--- src/rtl/id_ex_stage_pkg.sv ---
// Shared constants for the ID/EX pipeline register: default widths and control encodings.
package id_ex_stage_pkg;

    localparam int unsigned XLEN_DEF      = 32;
    localparam int unsigned REG_AW_DEF    = 5;
    localparam int unsigned ALUCTRL_W_DEF = 4;
    localparam int unsigned CNT_W_DEF     = 16;
    localparam int unsigned RESSRC_W      = 2;
    localparam int unsigned FUNCT3_W      = 3;

    typedef enum logic [1:0] {
        RES_ALU = 2'b00,
        RES_MEM = 2'b01,
        RES_PC4 = 2'b10
    } result_src_e;

    typedef enum logic [3:0] {
        ALU_ADD  = 4'd0,
        ALU_SUB  = 4'd1,
        ALU_AND  = 4'd2,
        ALU_OR   = 4'd3,
        ALU_XOR  = 4'd4,
        ALU_SLT  = 4'd5,
        ALU_SLTU = 4'd6,
        ALU_SLL  = 4'd7,
        ALU_SRL  = 4'd8,
        ALU_SRA  = 4'd9,
        ALU_LUI  = 4'd10
    } alu_ctrl_e;

endpackage

--- src/rtl/id_ex_stage_pipe_reg.sv ---
// Generic pipeline flop: async active-low reset, synchronous clear (wins), then enable.
module pipe_reg #(
    parameter int unsigned W = 1
) (
    input  logic         clk_i,
    input  logic         rst_ni,
    input  logic         en_i,
    input  logic         clr_i,
    input  logic [W-1:0] d_i,
    output logic [W-1:0] q_o
);

    logic [W-1:0] data_q;
    logic [W-1:0] data_d;

    always_comb begin
        data_d = data_q;
        if (clr_i) begin
            data_d = '0;
        end else if (en_i) begin
            data_d = d_i;
        end
    end

    always_ff @(posedge clk_i or negedge rst_ni) begin
        if (!rst_ni) begin
            data_q <= '0;
        end else begin
            data_q <= data_d;
        end
    end

    assign q_o = data_q;

endmodule

--- src/rtl/id_ex_stage.sv ---
// Decode-to-Execute pipeline register with stall/flush handling and a saturating bubble counter.
module id_ex_stage
    import id_ex_stage_pkg::*;
#(
    parameter int unsigned XLEN      = XLEN_DEF,
    parameter int unsigned REG_AW    = REG_AW_DEF,
    parameter int unsigned ALUCTRL_W = ALUCTRL_W_DEF,
    parameter int unsigned CNT_W     = CNT_W_DEF
) (
    input  logic                 clock,
    input  logic                 reset_n,
    input  logic                 StallE,
    input  logic                 FlushE,
    input  logic                 ValidD,
    input  logic                 RegWriteD,
    input  logic [1:0]           ResultSrcD,
    input  logic                 MemWriteD,
    input  logic                 JumpD,
    input  logic                 BranchD,
    input  logic [ALUCTRL_W-1:0] ALUControlD,
    input  logic                 ALUSrcD,
    input  logic [2:0]           Funct3D,
    input  logic [XLEN-1:0]      RD1D,
    input  logic [XLEN-1:0]      RD2D,
    input  logic [XLEN-1:0]      PCD,
    input  logic [XLEN-1:0]      PCPlus4D,
    input  logic [XLEN-1:0]      ImmExtD,
    input  logic [REG_AW-1:0]    Rs1D,
    input  logic [REG_AW-1:0]    Rs2D,
    input  logic [REG_AW-1:0]    RdD,
    output logic                 ValidE,
    output logic                 RegWriteE,
    output logic [1:0]           ResultSrcE,
    output logic                 MemWriteE,
    output logic                 JumpE,
    output logic                 BranchE,
    output logic [ALUCTRL_W-1:0] ALUControlE,
    output logic                 ALUSrcE,
    output logic [2:0]           Funct3E,
    output logic [XLEN-1:0]      RD1E,
    output logic [XLEN-1:0]      RD2E,
    output logic [XLEN-1:0]      PCE,
    output logic [XLEN-1:0]      PCPlus4E,
    output logic [XLEN-1:0]      ImmExtE,
    output logic [REG_AW-1:0]    Rs1E,
    output logic [REG_AW-1:0]    Rs2E,
    output logic [REG_AW-1:0]    RdE,
    output logic [CNT_W-1:0]     BubbleCntE
);

    localparam int unsigned CTRL_W = 5 + RESSRC_W + ALUCTRL_W + 1 + FUNCT3_W + REG_AW;
    localparam int unsigned DATA_W = 5 * XLEN + 2 * REG_AW;

    logic [CTRL_W-1:0] ctrl_d;
    logic [CTRL_W-1:0] ctrl_q;
    logic [DATA_W-1:0] data_d;
    logic [DATA_W-1:0] data_q;
    logic              load_en;

    assign load_en = ~StallE;

    // An invalid decode slot still moves its operands but must have no architectural effect.
    assign ctrl_d = ValidD ? {ValidD, RegWriteD, ResultSrcD, MemWriteD, JumpD, BranchD,
                              ALUControlD, ALUSrcD, Funct3D, RdD}
                           : '0;
    assign data_d = {RD1D, RD2D, PCD, PCPlus4D, ImmExtD, Rs1D, Rs2D};

    pipe_reg #(.W(CTRL_W)) u_ctrl_reg (
        .clk_i  (clock),
        .rst_ni (reset_n),
        .en_i   (load_en),
        .clr_i  (FlushE),
        .d_i    (ctrl_d),
        .q_o    (ctrl_q)
    );

    pipe_reg #(.W(DATA_W)) u_data_reg (
        .clk_i  (clock),
        .rst_ni (reset_n),
        .en_i   (load_en),
        .clr_i  (FlushE),
        .d_i    (data_d),
        .q_o    (data_q)
    );

    assign {ValidE, RegWriteE, ResultSrcE, MemWriteE, JumpE, BranchE,
            ALUControlE, ALUSrcE, Funct3E, RdE} = ctrl_q;
    assign {RD1E, RD2E, PCE, PCPlus4E, ImmExtE, Rs1E, Rs2E} = data_q;

    logic [CNT_W-1:0] bubble_cnt_q;
    logic [CNT_W-1:0] bubble_cnt_d;

    // Saturating bubble count; only flushes advance it.
    always_comb begin
        bubble_cnt_d = bubble_cnt_q;
        if (FlushE && (bubble_cnt_q != '1)) begin
            bubble_cnt_d = bubble_cnt_q + CNT_W'(1);
        end
    end

    always_ff @(posedge clock or negedge reset_n) begin
        if (!reset_n) begin
            bubble_cnt_q <= '0;
        end else begin
            bubble_cnt_q <= bubble_cnt_d;
        end
    end

    assign BubbleCntE = bubble_cnt_q;

endmodule

--- config.mk ---
export PLATFORM = sky130hd
export DESIGN_NAME = id_ex_stage
export DESIGN_NICKNAME = d
export VERILOG_FILES = /design/src/rtl/id_ex_stage_pkg.sv /design/src/rtl/id_ex_stage_pipe_reg.sv /design/src/rtl/id_ex_stage.sv
export SDC_FILE = /design/constraint.sdc
export NUM_CORES = 1
export LEC_CHECK = 0
export CORE_ASPECT_RATIO = 0.6
export CORE_MARGIN = 4
export CORE_UTILIZATION = 41
export DETAILED_ROUTE_END_ITERATION = 12
export PLACE_DENSITY = 0.89
export REMOVE_ABC_BUFFERS = 1
export SYNTH_ARGS = -nofsm -noshare
export SYNTH_HDL_FRONTEND = slang
export SYNTH_SLANG_ARGS = --single-unit
--- constraint.sdc ---
create_clock -name clock -period 2.1 [get_ports clock]
set_input_delay 0.525 -clock clock [delete_from_list [all_inputs] [get_ports clock]]
set_output_delay 0.525 -clock clock [all_outputs]
set_load 0.02 [all_outputs]
==> metrics.md <==
| Metric | Value |
|---|---|
| Yosys cell types | `32` |
| Drt first-iter violations | `319` |
| Worst vdd ir | `0.5915 mV` |
| Max-slew violation count | `0` |
| Final nets | `1264` |
| Ys Warns | `0` |
| Post-route minimum period | `2.050 ns` |
| Port bufs | `399` |
| Crit-path slowest cell | `clkdlybuf4s50_1` |
| Ys flop type | `dfrtp_1` |
| CTS H-Tree Depth | `1` |
| Final Hold Viols | `0` |
| Final instance area | `13310 um^2` |
| Crit-path max cell delay | `0.65 ns` |
| 1st-pass router iterations | `4` |
| Achievable Freq | `0.4879 GHz` |
| Die height | `117.8 um` |
| Share of cells above drive strength 1 | `0.05817` |
| Hold buffers post-CTS | `0` |
| Worst slew pin tran | `1.238 ns` |
| Vias | `6660` |
| Placed cell areas | `12660 um^2` |
| Final Wtd Congestion | `0.8181` |
| WL/cell | `19.65 um` |
| Worst EP arrival | `1.52 ns` |
| Crit path cell chain | `clkdlybuf4s50_1` |
| Status | `completed` |
| Core Rows | `39` |
| Largest net degree at the start of global routing | `62` |
| DRC | `0` |
| GRT Total Usage | `0.2275` |
| Routed wire length | `26520 um` |
| Hold crit path type | `in -> async` |
| Clk sinks | `206` |
| Initial core utilization | `0.4255` |
| Most frequent cells in the layout | `clkdlybuf4s50_1 (379), dfrtp_1 (206), nor2_1 (175)` |
| Worst Path Max Fanout | `3` |
| Commonest non-fill, non-tap cell in the layout | `clkdlybuf4s50_1` |
| Synth-to-layout area growth | `61.52%` |
| Worst setup SP type | `flip-flop` |
| CP endpoint kind | `output port` |
| Clock Pin Slew Worst Setup and Hold Paths | `0.07 ns` |
| Clock skew | `0.001495 ns` |
| Remaining antenna violation count | `0` |
| Die width | `191.1 um` |
| Pwr dens | `752.2 nW/um^2` |
| Clock buffer depth | `3` |
| Setup TNS | `0 ns` |
| Vias in the first global route | `7176` |
| I/O pins | `400` |
| Total global routing overflow | `0` |
| Clock tree from TritonCTS | `yes` |
| Mean Syn Cell Area | `12.40 um^2` |
| Root buffer cell | `clkbuf_16` |
| Setup CP Type | `reg -> out` |
| Syn Inst Count | `665` |
| Num CTS Buffers | `20` |
| RSZ-0062 raised after global routing | `false` |
| Detail Placement HPWL | `19930 um` |
| Max-Cap Viols | `0` |
| Rel. slew slack | `0.1712` |
| Crit share post-route | `0.9760` |
| Yosys reg bits | `206` |
| Initial antenna violation count | `1` |
| Crit path buf inv count | `1` |
| Synthesized area | `8243 um^2` |
| Post-synth ARST share | `1.000` |
| EDFF count, synth | `0` |
| Core region area | `19370 um^2` |
| Seq/Total Area, Yosys | `0.6254` |
| Lkg Pwr | `6.386 nW` |
| Die area | `22510 um^2` |
| Setup violators final | `0` |
| Vias/cell | `4.933` |
| Worst endpoint required time | `1.57 ns` |
| CP top delay family | `buffers and inverters` |
| Global-route wire length before repair | `40810 um` |
| Clock Latency Late Sink | `0.48 ns` |
routing by layer:
metal | wire, um | track usage
met1 | 10040 | 0.2610
met5 | 0 | 0
met3 | 2401 | 0.08210
met2 | 13310 | 0.3994
met4 | 772 | 0.06771
timing repair:
item	4_1_cts	5_1_grt
gates resized for setup	11	6
setup endpoints to repair	11	6
setup buffers	0	0
area by class of cell:
| cell class | count | area [um^2] |
|---|---|---|
| fillers | 1336 | 6058 |
| flip-flops and latches | 206 | 5155 |
| repair buffers | 424 | 4264 |
| multi-input cells | 417 | 2913 |
| clock buffers | 31 | 593.1 |
| well taps | 266 | 332.8 |
| clock inverters | 5 | 53.80 |
| diodes | 1 | 2.502 |
final timing paths:
check | startpoint | end | slack, ns | cells past startpoint
max in group asynchronous | reset_n | u_data_reg.q_o[56]$_DFFE_PN0P_ | 1.43 | 2
hold / removal | reset_n | u_ctrl_reg.q_o[10]$_DFFE_PN0P_ | 0.05 | 1
setup reg to reg | BubbleCntE[8]$_DFFE_PN0P_ | BubbleCntE[1]$_DFFE_PN0P_ | 0.29 | 4
setup / recovery | BubbleCntE[11]$_DFFE_PN0P_ | BubbleCntE[11] | 0.05 | 1
min in group clock | u_ctrl_reg.q_o[19]$_DFFE_PN0P_ | u_ctrl_reg.q_o[19]$_DFFE_PN0P_ | 0.49 | 1
hold reg to reg | u_ctrl_reg.q_o[19]$_DFFE_PN0P_ | u_ctrl_reg.q_o[19]$_DFFE_PN0P_ | 0.49 | 1
synth_stat cells (all sizes together) (2+ instances only):
library cell  count  area share
buf              25       0.014
clkbuf           17      0.0077
and4              3      0.0032
xor2              7      0.0074
mux2i           170        0.21
o211ai            2      0.0018
nor2            175       0.080
o21ai             2      0.0012
dfrtp           206        0.63
nand3             5      0.0030
nor3              5      0.0030
xnor2             3      0.0032
a22o             19       0.020
a21oi             3      0.0018
nand4             4      0.0046
nand2             6      0.0036
report_power, final:
| part | internal, mW | total (mW) | switching, mW |
|---|---|---|---|
| clock network | 2.07 | 3.55 | 1.48 |
| logic | 1.04 | 2.02 | 0.981 |
| registers | 4.24 | 4.45 | 0.211 |
sequential cells by signal (all words and copies together) (netlist names):
signal / count
BubbleCntE: 16
u_ctrl_reg.q_o: 20
u_data_reg.q_o: 170
logic make-up (layout without fill, tap and decap cells):
logic type,count (synthesis),count (layout),share of synthesized area
xor gates and xnor gates,10,10,0.01063
muxes,171,171,0.2083
and+or+nand+nor,206,206,0.1043
AOI/OAI and AO/OA,29,29,0.02808
DFF,206,206,0.6254
adders and majority gates,1,1,0.001518
other,0,1,0
buffers and inverters,42,460,0.02186
stage by stage:
| stage | setup slack, ns | hold slack [ns] | utilization | std cells | power (mW) |
|---|---|---|---|---|---|
| 4_1_cts | 0.003408 | 0.04990 | 0.6864 | 1349 | 10.14 |
| 2_1_floorplan | 0.09232 | 0.2294 | - | 623 | 5.242 |
| 3_5_place_dp | -0.2989 | 0.4834 | 0.6537 | 1313 | 6.590 |
| 5_1_grt | 0.002562 | 0.06077 | 0.6873 | 1350 | 10.45 |
| 6_report | 0.05047 | 0.04502 | 0.6873 | 1350 | 10.02 |
| 3_3_place_gp | -0.1635 | 0.4647 | 0.6537 | 1313 | 6.519 |
Note: power is estimated with default switching activity, not from simulation.
==> edit (same flow settings) <==
Register the output `BubbleCntE` once more, without a reset; this adds one clock of latency there. The other outputs are not delayed to match.
--- a/src/rtl/id_ex_stage.sv
+++ b/src/rtl/id_ex_stage.sv
@@ -107,5 +107,7 @@
     end
 
-    assign BubbleCntE = bubble_cnt_q;
+    always_ff @(posedge clock) begin
+        BubbleCntE <= bubble_cnt_q;
+    end
 
 endmodule
Function: changed (a bounded check fails within 4 cycles, from zero or initial values and one cycle with reset_n low).
==> edit against the unedited design <==
- synthesized area rose by 3.9%
- setup slack lost 0.011 ns
- hold slack improved by 0.38 ns
- global-route usage down 0.28 points
- sequential cell count rose by 16
- total power increased by 10%
- final area increased by 3.6%
- wire length rose by 2.9%
- sequential share of layout area rose by 0.96 points
- non-clock buffer count decreased by 1
- count of clock-buffer cells in the layout is 3 lower
- critical endpoint is now PCPlus4E[16]
==> edit: results (changes against the unedited design) <==
Global Route met2 Usage=40.0% (+0.10 points); setup slack, reg-to-reg=0.32 ns (+0.03 ns); max FFs per register=170 (unchanged); DR iter-0 viols=385 (+21%); Worst Reg-to-Reg Cells=5 (+1); CP startpoint=u_data_reg.q_o[58]; RR Startpoint=bubble_cnt_q[0]; Sw Share=25.8% (-0.80 points); initial antenna violation count=0 (-1); Hold Path Class=flop to flop; Crit Path Max Fanout=2 (-1); crit path DAT=1.54 ns (+0.02 ns); number of CTS-inserted buffers=21 (+5.0%); via count=6,804 (+2.2%); power share of the combinational group=18.8% (-1.4 points); commonest cells in the netlist=dfrtp_1 (206), nor2_1 (175), mux2i_1 (170); number of global-route vias before repair=7,219 (+0.60%); GRT Total Usage=22.5% (-0.28 points); status=complete, no violations; layout cells sized above 1=6.09% (+0.27 points); Yosys warning count=0 (unchanged); most common cell in the synthesized netlist=dfrtp_1; Static Leak=6.49 nW (+1.6%); dpl hpwl=20,000 µm (+0.28%); Final Net Count=1,280 (+1.3%); # port buffers=399 (unchanged); antenna diode count=0 (-1); global-route wire length before repair=41,800 µm (+2.3%); ranking of synthesized cells by area=dfrtp_1 (60%), mux2i_1 (20%), nor2_1 (7.7%); drt first pass iters=6 (+2); reg2reg end=bubble_cnt_q[1]; asr flop ratio synth=92.8% (-7.2 points); Wirelength per Cell=19.9 µm (+1.2%); Placed Area=13,000 µm² (+2.9%); maximum vdd ir drop=0.620 mV (+4.8%); Max Clock Skew=0.00525 ns (+0.00375 ns); largest net degree at the start of global routing=78 (+26%); sequential share of power=43.9% (-0.5 points); H-tree depth=1 (unchanged); met1 Resource Use GR=26.4% (+0.26 points); Top Family by Delay on Critical Path=buffers and inverters; Setup crit end=PCPlus4E[16]; Seq/Total Area, Yosys=63.9% (+1.4 points); clock root buffer=clkbuf_16; Placer Congestion=0.842 (+2.9%); Slew HR=67.7% (+51 points); GRT met3 Usage=7.55% (-0.66 points); top_reg_cell synth=dfrtp_1; Hold Path Stages=0; CP max-delay cell=clkdlybuf4s50_1; worst-skew pair later-pin latency=0.49 ns; number of library cell types mapped by synthesis=33 (+3.1%)
-- edit: changes by cell type after synthesis --
cell and change:
dfxtp_1 +16
-- edit: through the flow --
step / util, % / hold slack, ns / setup slack (ns) / power, W / instances
2_1_floorplan: - / 0.229 / 0.0923 / 0.00563 / 639
3_3_place_gp: 64.3 / 0.403 / 0.389 / 0.00692 / 1334
3_5_place_dp: 64.3 / 0.403 / 0.340 / 0.00698 / 1334
4_1_cts: 68.0 / 0.421 / 0.000922 / 0.0111 / 1373
5_1_grt: 68.1 / 0.442 / 0.00555 / 0.0115 / 1373
6_report: 68.1 / 0.424 / 0.0393 / 0.0110 / 1373
-- edit: layout make-up --
type / instances / area, µm²
clock buffers: 28 / 592
multi-input cells: 417 / 2910
clock inverters: 10 / 161
fillers: 1394 / 6470
well taps: 273 / 342
repair buffers: 423 / 4320
flip-flops and latches: 222 / 5480
-- edit: cell families after synthesis --
| logic type | count (synthesis) | share of synthesized area (%) |
|---|---|---|
| AO/OA/AOI/OAI | 29 | 2.70 |
| flip-flops | 222 | 63.9 |
| adder cells (fa/ha/maj) | 1 | 0.146 |
| multiplexers | 171 | 20.0 |
| buffers and inverters | 42 | 2.10 |
| AND/OR/NAND/NOR | 206 | 10.0 |
| XOR/XNOR | 10 | 1.02 |
-- edit: metal layers --
metal  vias to the layer above  part of all wire [%]
li1                       3116                     -
met1                      3374                    39
met2                       267                    51
met3                        47                   8.5
met4                         0                   2.3
met5                         -                     0
-- edit: repair_timing --
| item | CTS | global route |
|---|---|---|
| gates resized for setup | 0 | 3 |
| hold buffers | 1 | 0 |
| setup endpoints to repair | 0 | 3 |
| endpoints found under the hold margin | 19 | 0 |
